File: src/rtl/ramarb_pkg.sv
// ramarb_pkg: shared types and width helper for the ssram_port_arbiter slice.
package ramarb_pkg;

    typedef enum logic [1:0] {IDLE, BURST, DRAIN} state_t;

    typedef logic owner_t;

    function automatic int clog2_w(input int n);
        return (n < 2) ? 1 : $clog2(n);
    endfunction

endpackage

File: src/rtl/ramarb_rr_picker.sv
// ramarb_rr_picker: combinational owner selection between two requesters.
// RAMARB_FIXED_PRIORITY_EN makes requester 0 always win a tie.
module ramarb_rr_picker
    import ramarb_pkg::*;
(
    input  logic   req0,
    input  logic   req1,
    input  owner_t lastOwner,
    output logic   valid,
    output owner_t owner
);

    assign valid = req0 | req1;

`ifdef RAMARB_FIXED_PRIORITY_EN
    logic unused_last;
    assign unused_last = lastOwner;
    assign owner = ~req0;
`else
    assign owner = (req0 & req1) ? ~lastOwner : req1;
`endif

endmodule

File: src/rtl/ssram_port_arbiter.sv
// ssram_port_arbiter: burst arbiter sharing one synchronous SRAM port between two requesters.
// Define RAMARB_FIXED_PRIORITY_EN for fixed priority instead of round-robin.
module ssram_port_arbiter
    import ramarb_pkg::*;
#(
    parameter int bitwidth    = 32,
    parameter int nrOfEntries = 512,
    parameter int maxBurst    = 16,
    localparam int AW = clog2_w(nrOfEntries),
    localparam int BW = clog2_w(maxBurst + 1)
) (
    input  logic                clock,
    input  logic                nReset,
    input  logic                req0,
    input  logic                req1,
    input  logic                write0,
    input  logic                write1,
    input  logic [AW-1:0]       addr0,
    input  logic [AW-1:0]       addr1,
    input  logic [BW-1:0]       burst0,
    input  logic [BW-1:0]       burst1,
    input  logic [bitwidth-1:0] wData0,
    input  logic [bitwidth-1:0] wData1,
    output logic                grant0,
    output logic                grant1,
    output logic                wAck0,
    output logic                wAck1,
    output logic                rValid0,
    output logic                rValid1,
    output logic [bitwidth-1:0] rData,
    output logic                done0,
    output logic                done1,
    output logic [AW-1:0]       ramAddr,
    output logic                ramWe,
    output logic [bitwidth-1:0] ramDataIn,
    input  logic [bitwidth-1:0] ramDataOut
);

    state_t        state_q, state_d;
    owner_t        owner_q, owner_d, last_q, last_d;
    logic          write_q, write_d;
    logic [AW-1:0] base_q, base_d, addr_q, addr_d;
    logic [BW-1:0] len_q, len_d, idx_q, idx_d;

    logic          pick_valid;
    owner_t        pick_owner;
    logic [BW-1:0] burst_sel, req_len;
    logic [AW-1:0] beat_addr;
    logic          in_burst, in_drain, last_beat, rd_ret;

    ramarb_rr_picker u_picker (
        .req0      (req0),
        .req1      (req1),
        .lastOwner (last_q),
        .valid     (pick_valid),
        .owner     (pick_owner)
    );

    assign burst_sel = pick_owner ? burst1 : burst0;
    assign req_len   = (burst_sel == '0) ? BW'(1)
                     : (burst_sel > BW'(maxBurst)) ? BW'(maxBurst) : burst_sel;
    // Power-of-two depth makes truncation the wrap-around.
    assign beat_addr = base_q + AW'(idx_q);
    assign in_burst  = state_q == BURST;
    assign in_drain  = state_q == DRAIN;
    assign last_beat = idx_q == len_q - 1'b1;

    always_comb begin
        state_d = state_q;
        owner_d = owner_q;
        last_d  = last_q;
        write_d = write_q;
        base_d  = base_q;
        len_d   = len_q;
        idx_d   = idx_q;
        addr_d  = addr_q;
        case (state_q)
            IDLE: if (pick_valid) begin
                state_d = BURST;
                owner_d = pick_owner;
                write_d = pick_owner ? write1 : write0;
                base_d  = pick_owner ? addr1 : addr0;
                len_d   = req_len;
                idx_d   = '0;
            end
            BURST: begin
                addr_d  = beat_addr;
                idx_d   = idx_q + 1'b1;
                state_d = last_beat ? DRAIN : BURST;
            end
            DRAIN: begin
                last_d  = owner_q;
                state_d = IDLE;
            end
            default: state_d = IDLE;
        endcase
    end

    always_ff @(posedge clock or negedge nReset) begin
        if (!nReset) begin
            state_q <= IDLE;
            owner_q <= 1'b0;
            last_q  <= 1'b1;
            write_q <= 1'b0;
            base_q  <= '0;
            len_q   <= '0;
            idx_q   <= '0;
            addr_q  <= '0;
        end else begin
            state_q <= state_d;
            owner_q <= owner_d;
            last_q  <= last_d;
            write_q <= write_d;
            base_q  <= base_d;
            len_q   <= len_d;
            idx_q   <= idx_d;
            addr_q  <= addr_d;
        end
    end

    // Read data trails its address by one cycle, so beat k returns in the slot of beat k+1 (or DRAIN).
    assign rd_ret    = ~write_q & ((in_burst & (idx_q != '0)) | in_drain);
    assign grant0    = in_burst & (idx_q == '0) & ~owner_q;
    assign grant1    = in_burst & (idx_q == '0) & owner_q;
    assign wAck0     = in_burst & write_q & ~owner_q;
    assign wAck1     = in_burst & write_q & owner_q;
    assign rValid0   = rd_ret & ~owner_q;
    assign rValid1   = rd_ret & owner_q;
    assign done0     = in_drain & ~owner_q;
    assign done1     = in_drain & owner_q;
    assign rData     = ramDataOut;
    assign ramAddr   = in_burst ? beat_addr : addr_q;
    assign ramWe     = in_burst & write_q;
    assign ramDataIn = owner_q ? wData1 : wData0;

endmodule

File: config.mk
export PLATFORM = sky130hd
export DESIGN_NAME = ssram_port_arbiter
export DESIGN_NICKNAME = d
export VERILOG_FILES = /design/src/rtl/ramarb_pkg.sv /design/src/rtl/ramarb_rr_picker.sv /design/src/rtl/ssram_port_arbiter.sv
export SDC_FILE = /design/constraint.sdc
export NUM_CORES = 1
export LEC_CHECK = 0
export BUFFER_PORTS_ARGS = -buffer_cell sky130_fd_sc_hd__buf_2
export CORE_MARGIN = 1
export CORE_UTILIZATION = 35
export CTS_CLUSTER_SIZE = 14
export DETAILED_ROUTE_END_ITERATION = 6
export GPL_TIMING_DRIVEN = 0
export PLACE_DENSITY = 0.77
export SYNTH_ARGS = -nofsm -noshare
export SYNTH_HDL_FRONTEND = slang
export SYNTH_SLANG_ARGS = --single-unit
File: constraint.sdc
create_clock -name clock -period 2.2 [get_ports clock]
set_clock_uncertainty 0.2 [all_clocks]
set_input_delay 0.44 -clock clock [delete_from_list [all_inputs] [get_ports clock]]
set_output_delay 0.44 -clock clock [all_outputs]
set_load 0.02 [all_outputs]
==> results of run 1 <==
## per-layer routing
| metal | share of wire | wire length (um) | up-vias |
|---|---|---|---|
| li1 | - | - | 1323 |
| met1 | 0.42 | 3427 | 1232 |
| met2 | 0.49 | 3935 | 121 |
| met3 | 0.069 | 560 | 17 |
| met4 | 0.020 | 163 | 0 |
| met5 | 0 | 0 | - |
## synth_stat cells, types with 4 or more instances
cell type  number  area share
nor2_1          5      0.0074
dfrtp_1        32        0.31
o31ai_1         5       0.015
nand3_1         6       0.012
nand2b_1        4      0.0098
mux2i_1        13       0.051
xor2_1          5       0.017
a21oi_1         7       0.014
inv_1           7       0.010
xnor2_1         6       0.021
mux2_2         34        0.15
ha_1            8       0.039
nand2_1        35       0.052
nor3_1         10       0.020
o21ai_0        21       0.041
buf_2           4      0.0079
buf_4          33       0.097
and3_1          6       0.015
clkbuf_1        7       0.010
## sequential cells by signal, indices dropped and copies added (netlist names)
register  count
len_q         5
write_q       1
base_q        9
owner_q       1
idx_q         5
state_q       2
last_q        1
addr_q        9
## power by group through the flow
stage | Clock (mW) | Combinational [mW] | Sequential (mW)
4_1_cts | 0.445 | 4.00 | 1.26
2_1_floorplan | 0 | 2.47 | 1.14
5_1_grt | 0.468 | 4.65 | 1.32
3_3_place_gp | 0 | 3.28 | 1.22
6_report | 0.443 | 4.35 | 1.27
3_5_place_dp | 0 | 3.36 | 1.23
## worst max-delay path, stage by stage, from the launching register on
cell and delay [ns]:
dfrtp_1 0.41, ha_2 0.21, fa_2 0.37, a21oi_4 0.16, o22ai_2 0.11, xnor2_2 0.15
o21ai_2 0.17, buf_6 0.13
## timing repair
item / CTS / global route
pin swaps: 9 / 9
setup endpoints to repair: 41 / 30
resized for setup: 55 / 17
buffers inserted: 7 / 7
## final cells by class
type | count | area [um^2]
sequential | 33 | 835.8
antenna | 1 | 2.502
tap | 96 | 120.1
fill | 616 | 2860
clock buffer | 6 | 72.57
inverter | 7 | 28.78
clock inverter | 2 | 10.01
multi-input combinational | 189 | 1580
buffer | 45 | 334.1
timing repair buffer | 193 | 1062
## per-stage QoR
step | area (um^2) | hold WS (ns) | power (mW) | worst slack (ns) | util
finish | 4046 | -0.003411 | 6.062 | -0.4508 | 0.5859
global route | 4046 | 0.06095 | 6.434 | -0.5132 | 0.5859
CTS | 3935 | 0.02834 | 5.697 | -0.4118 | 0.5697
detailed placement | 3598 | 0.2556 | 4.586 | -0.2393 | 0.5210
global placement | 3598 | 0.2489 | 4.492 | -0.2015 | 0.5210
floorplan | 2582 | -0.05559 | 3.613 | -0.08270 | -
## kinds of logic after synthesis
logic type | Yosys count
fa+ha+maj | 9
flops | 33
xor+xnor | 11
compound gates | 42
simple gates | 79
buf+inv | 52
mux | 48
## worst paths after layout
kind	startpoint	endpoint
setup / recovery	base_q[0]	ramAddr[6]
hold / removal	nReset	addr_q[3]
setup reg to reg	base_q[0]	addr_q[2]
hold reg to reg	addr_q[0]	addr_q[0]
max in group asynchronous	nReset	idx_q[0]
min in group clock	addr0[0]	base_q[0]
==> metrics, run 1 <==
Die X=between 80 and 90 um; #FFs+latches synth=33; most common cell after layout, fill and taps aside=buf_2; Startpoint Class=flip-flop; compound-gate portion of the synthesized area=0.09975; Psw=2.806 mW; critical path capture point type=primary output; Final setup viols=12; initial antenna violation count=1; Starting Density=0.3687; Seq/Total Area, Yosys=0.3248; R2R depth=7; GR peak layer=met2; synth warn=0; placed insts=about 550; H-tree levels=2; Clock Pin Slew Worst Setup and Hold Paths=0.07 ns; peak fanout along the critical path=3; GRT met2 Usage=0.3452; Post-Layout Cell Count=approximately 570; slew at the pin closest to its max-slew limit=around 0.71 ns; Iteration-0 DRC Markers=97; root buffer cell=clkbuf_8; met1 Use GR=0.2509; ys flop type=dfrtp_1; fin. max-slew vios=0; switching share of power=0.4629; Post-Synth Adder-Cell Area=0.04717; Rows=30; internal power=approximately 3.3 mW; largest family of logic cells by synthesized area=multiplexers; core area=about 7000 um^2; # IOs=around 210; clk_lat worst skew=approximately 0.29 ns; Post-Synth XOR/XNOR Area=0.03784; final worst setup slack=-0.4508 ns; fin nets=around 610; P_leak=approximately 2.1 nW; Simple-Gate Fraction of Synth Area=0.1528; Max-Cap Viols=0; sequential fraction of design power=0.210; CTS Buf Count=5; total grt overflow=0; via count=approximately 2700; Gate Count Post-Synth=around 270; Post-Syn Area=approximately 2500 um^2; Fin. Hold Viols=6; multiplexer share of the synthesized area=0.2074; Avg Cell Area, Syn=roughly 9.3 um^2; Global Route met3 Usage=0.04929; Placer Congestion=0.8524; Async SR Flop Fraction=1.000; area delta synth->final=58.92%; wirelength, routed=8087 um; final hold slack=-0.003411 ns; ANT nets after route=0; setup tns final=-3.747 ns; Critical Path RT=1.56 ns; IO Port Bufs=179; Synth cell types=between 40 and 50; Post-synth EDFFs=0; status=finished, violations left; Max VDD drop=around 0.53 mV; violated checks=negative hold slack, negative setup slack; maximum buffer depth of the clock tree=2; DR pass1 iterations=4; Slew HR=0.5263; critical path class=reg -> out; Die Y=87.29 um; part of the cycle the worst path needs=1.205; hold_buf cts=0; ratio of cells with drive above 1 in the final layout=0.6632; R2R setup slack=0.24 ns; Clock Power Share=0.073; Comb power frac=0.717; clock period minus worst slack=2.651 ns; pin count of the biggest net entering global routing=34; GRT Total Usage=0.2042; Mapped Nets=~410; Clock Sinks=33; CTS tree=yes; RSZ-0062 raised after global routing=true; worst min path class=in -> async; first-pass GRT wire length=11910 um; WL/cell=~14 um; detailed placement HPWL=roughly 6200 um; via density per instance=about 4.7; PwrDens=roughly 1500 nW/um^2; commonest cells after routing, fill and taps aside=buf_2 (169), buf_4 (49), mux2_2 (34); Fmax=377.2 MHz; Data arrival, critical path=around 2.0 ns; vias in the first global route=2569; DRC viols=0; DIE AREA=~7600 um^2
Note: power is estimated with default switching activity, not from simulation.
==> run 2: changes to the inputs <==
Settings changed: CTS_CLUSTER_DIAMETER set to 60, SKIP_CTS_REPAIR_TIMING set to 1.
==> run 2 against run 1 <==
  * The flow finishes with violations (negative setup slack)
  * Flip-flop and latch count did not move
  * Non-clock buffer count fell by 3
  * First-iteration DRC count rose by 8.2%
  * Cell count fell by 0.52%
  * Worst setup slack got worse by 0.024 ns
  * Sequential share of layout area rose by 0.33 points
  * Sequential power barely moved
  * Combinational power fell by 3%
  * Worst hold slack improved by 0.0082 ns
  * Highest routed layer unchanged
==> metrics, run 2 (synthesis results as in run 1) <==
critical path class=reg -> out (unchanged); Die X=87.29 um (unchanged); IO Port Bufs=179 (unchanged); initial antenna violation count=1 (unchanged); Worst R2R End=addr_q[4] (was addr_q[2]); DRC viols=0 (unchanged); Slew HR=0.5161 (was 0.5263); clk_lat worst skew=0.29 ns (about the same); area occupied by multi-input gates=1556 um^2 (was 1580 um^2); fin. max-slew vios=0 (unchanged); first-pass GRT wire length=11140 um (was 11910 um); fin nets=610 (was 613); worst min path class=in -> async (unchanged); CTS Buf Count=5 (unchanged); H-tree levels=2 (unchanged); critical path capture point type=primary output (unchanged); Startpoint Class=flip-flop (unchanged); R2R setup slack=0.18 ns (was 0.24 ns); most common cell after layout, fill and taps aside=buf_2 (unchanged); # IOs=212 (unchanged); Data arrival, critical path=2.03 ns (was 2.01 ns); maximum buffer depth of the clock tree=2 (unchanged); Fmax=373.9 MHz (was 377.2 MHz); DIE AREA=7620 um^2 (unchanged); vias in the first global route=2446 (was 2569); Clock Pin Slew Worst Setup and Hold Paths=0.07 ns (about the same); register area=835.8 um^2 (unchanged); ratio of cells with drive above 1 in the final layout=0.6525 (was 0.6632); reg2reg start=base_q[0] (unchanged); R2R depth=7 (unchanged); detailed placement HPWL=6195 um (unchanged); Final setup viols=12 (unchanged); CP cell instances=ha_4, fa_2, a21oi_4, o21bai_1, xnor2_1, o21ai_2, buf_6 (was ha_2, fa_2, a21oi_4, o22ai_2, xnor2_2, o21ai_2, buf_6); area delta synth->final=56.41% (was 58.92%); fillcell total=637 (was 616); Critical Path RT=1.56 ns (about the same); core area=6907 um^2 (unchanged); slew at the pin closest to its max-slew limit=0.7258 ns (was 0.7106 ns); PwrDens=1487 nW/um^2 (was 1498 nW/um^2); CTS tree=yes (unchanged); DP Worst Slack=-0.2393 ns (unchanged); wirelength, routed=7989 um (was 8087 um); Rows=30 (unchanged); peak fanout along the critical path=2 (was 3); Slowest-stage cell, CP=dfrtp_1 (unchanged); Global Route met3 Usage=0.04834 (was 0.04929); GRT Total Usage=0.1903 (was 0.2042); part of the cycle the worst path needs=1.216 (was 1.205); via count=2682 (was 2693); via density per instance=4.714 (was 4.708); crit-path leading delay family=adder cells (unchanged); max incr delay on CP=0.43 ns (was 0.41 ns); Iteration-0 DRC Markers=105 (was 97); violated checks=negative setup slack (was negative hold slack, negative setup slack); Fin. Hold Viols=0 (was 6); Clock Sinks=33 (unchanged); worst path bufs/invs=1 (unchanged); status=finished, violations left (unchanged); Regs by FF count=addr_q (9), base_q (9) (unchanged); total grt overflow=0 (unchanged); Max-Cap Viols=0 (unchanged); DR pass1 iterations=4 (unchanged); ANT nets after route=0 (unchanged); P_leak=2.066 nW (was 2.087 nW); Starting Density=0.3687 (unchanged); setup tns final=-3.247 ns (was -3.747 ns); Max VDD drop=0.5285 mV (was 0.5271 mV); Placer Congestion=0.8524 (unchanged); Die Y=87.29 um (unchanged); commonest cells after routing, fill and taps aside=buf_2 (170), buf_4 (49), mux2_2 (34) (was buf_2 (169), buf_4 (49), mux2_2 (34)); final worst setup slack=-0.4746 ns (was -0.4508 ns); root buffer cell=clkbuf_8 (unchanged); clock period minus worst slack=2.675 ns (was 2.651 ns); met1 Use GR=0.2403 (was 0.2509); GRT met2 Usage=0.3139 (was 0.3452); RSZ-0062 raised after global routing=true (unchanged); GR peak layer=met2 (unchanged); WL/cell=14.04 um (was 14.14 um); pin count of the biggest net entering global routing=34 (unchanged)
run 2: changes by cell type in the layout (fill, tap and decap cells not counted), sizes merged:
cell  previous run  this run
buf            231       228
run 2: cell type report:
type                    instances  share of cell area
plain buffers                  45             0.08294
clock buffers                   6             0.01822
repair buffers                190              0.2576
diodes                          1           0.0006283
flip-flops and latches         33              0.2099
inverters                       7            0.007226
multi-input cells             189              0.3908
clock inverters                 2            0.002513
well taps                      96             0.03016
run 2: per-layer routing:
metal  part of all wire  up-vias  routed length, um
li1                   -     1319                  -
met5                  0        -                  0
met1               0.42     1226               3346
met3              0.068       14                545
met4              0.017        0                132
met2               0.50      123               3965
run 2: how the worst max path moves through the flow:
| stage | startpoint | end | slack, ns | depth (start not counted) |
|---|---|---|---|---|
| 6_report | base_q[0] | ramAddr[4] | -0.47 | 7 |
| 5_1_grt | base_q[0] | ramAddr[4] | -0.53 | 7 |
| 4_1_cts | idx_q[0] | ramAddr[4] | -0.56 | 7 |
| 3_5_place_dp | idx_q[4] | ramAddr[5] | -0.24 | 6 |
| 3_3_place_gp | idx_q[0] | ramAddr[6] | -0.20 | 7 |
| 2_1_floorplan | idx_q[0] | ramAddr[8] | -0.08 | 5 |
run 2: metrics by stage:
stage / power (mW) / hold slack, ns / instances / utilization / area [um^2]
after floorplan: 3.613 / -0.05559 / 274 / - / 2582
final: 5.921 / 0.004781 / 569 / 0.5766 / 3983
after detailed placement: 4.586 / 0.2556 / 549 / 0.5210 / 3598
after CTS: 5.033 / 0.02857 / 557 / 0.5330 / 3681
after global routing: 6.318 / 0.06148 / 569 / 0.5766 / 3983
after global placement: 4.492 / 0.2489 / 549 / 0.5210 / 3598
run 2: where the power goes:
| part | internal [mW] | switching (mW) |
|---|---|---|
| sequential | 0.939 | 0.344 |
| combinational | 2.01 | 2.19 |
| clock | 0.219 | 0.219 |
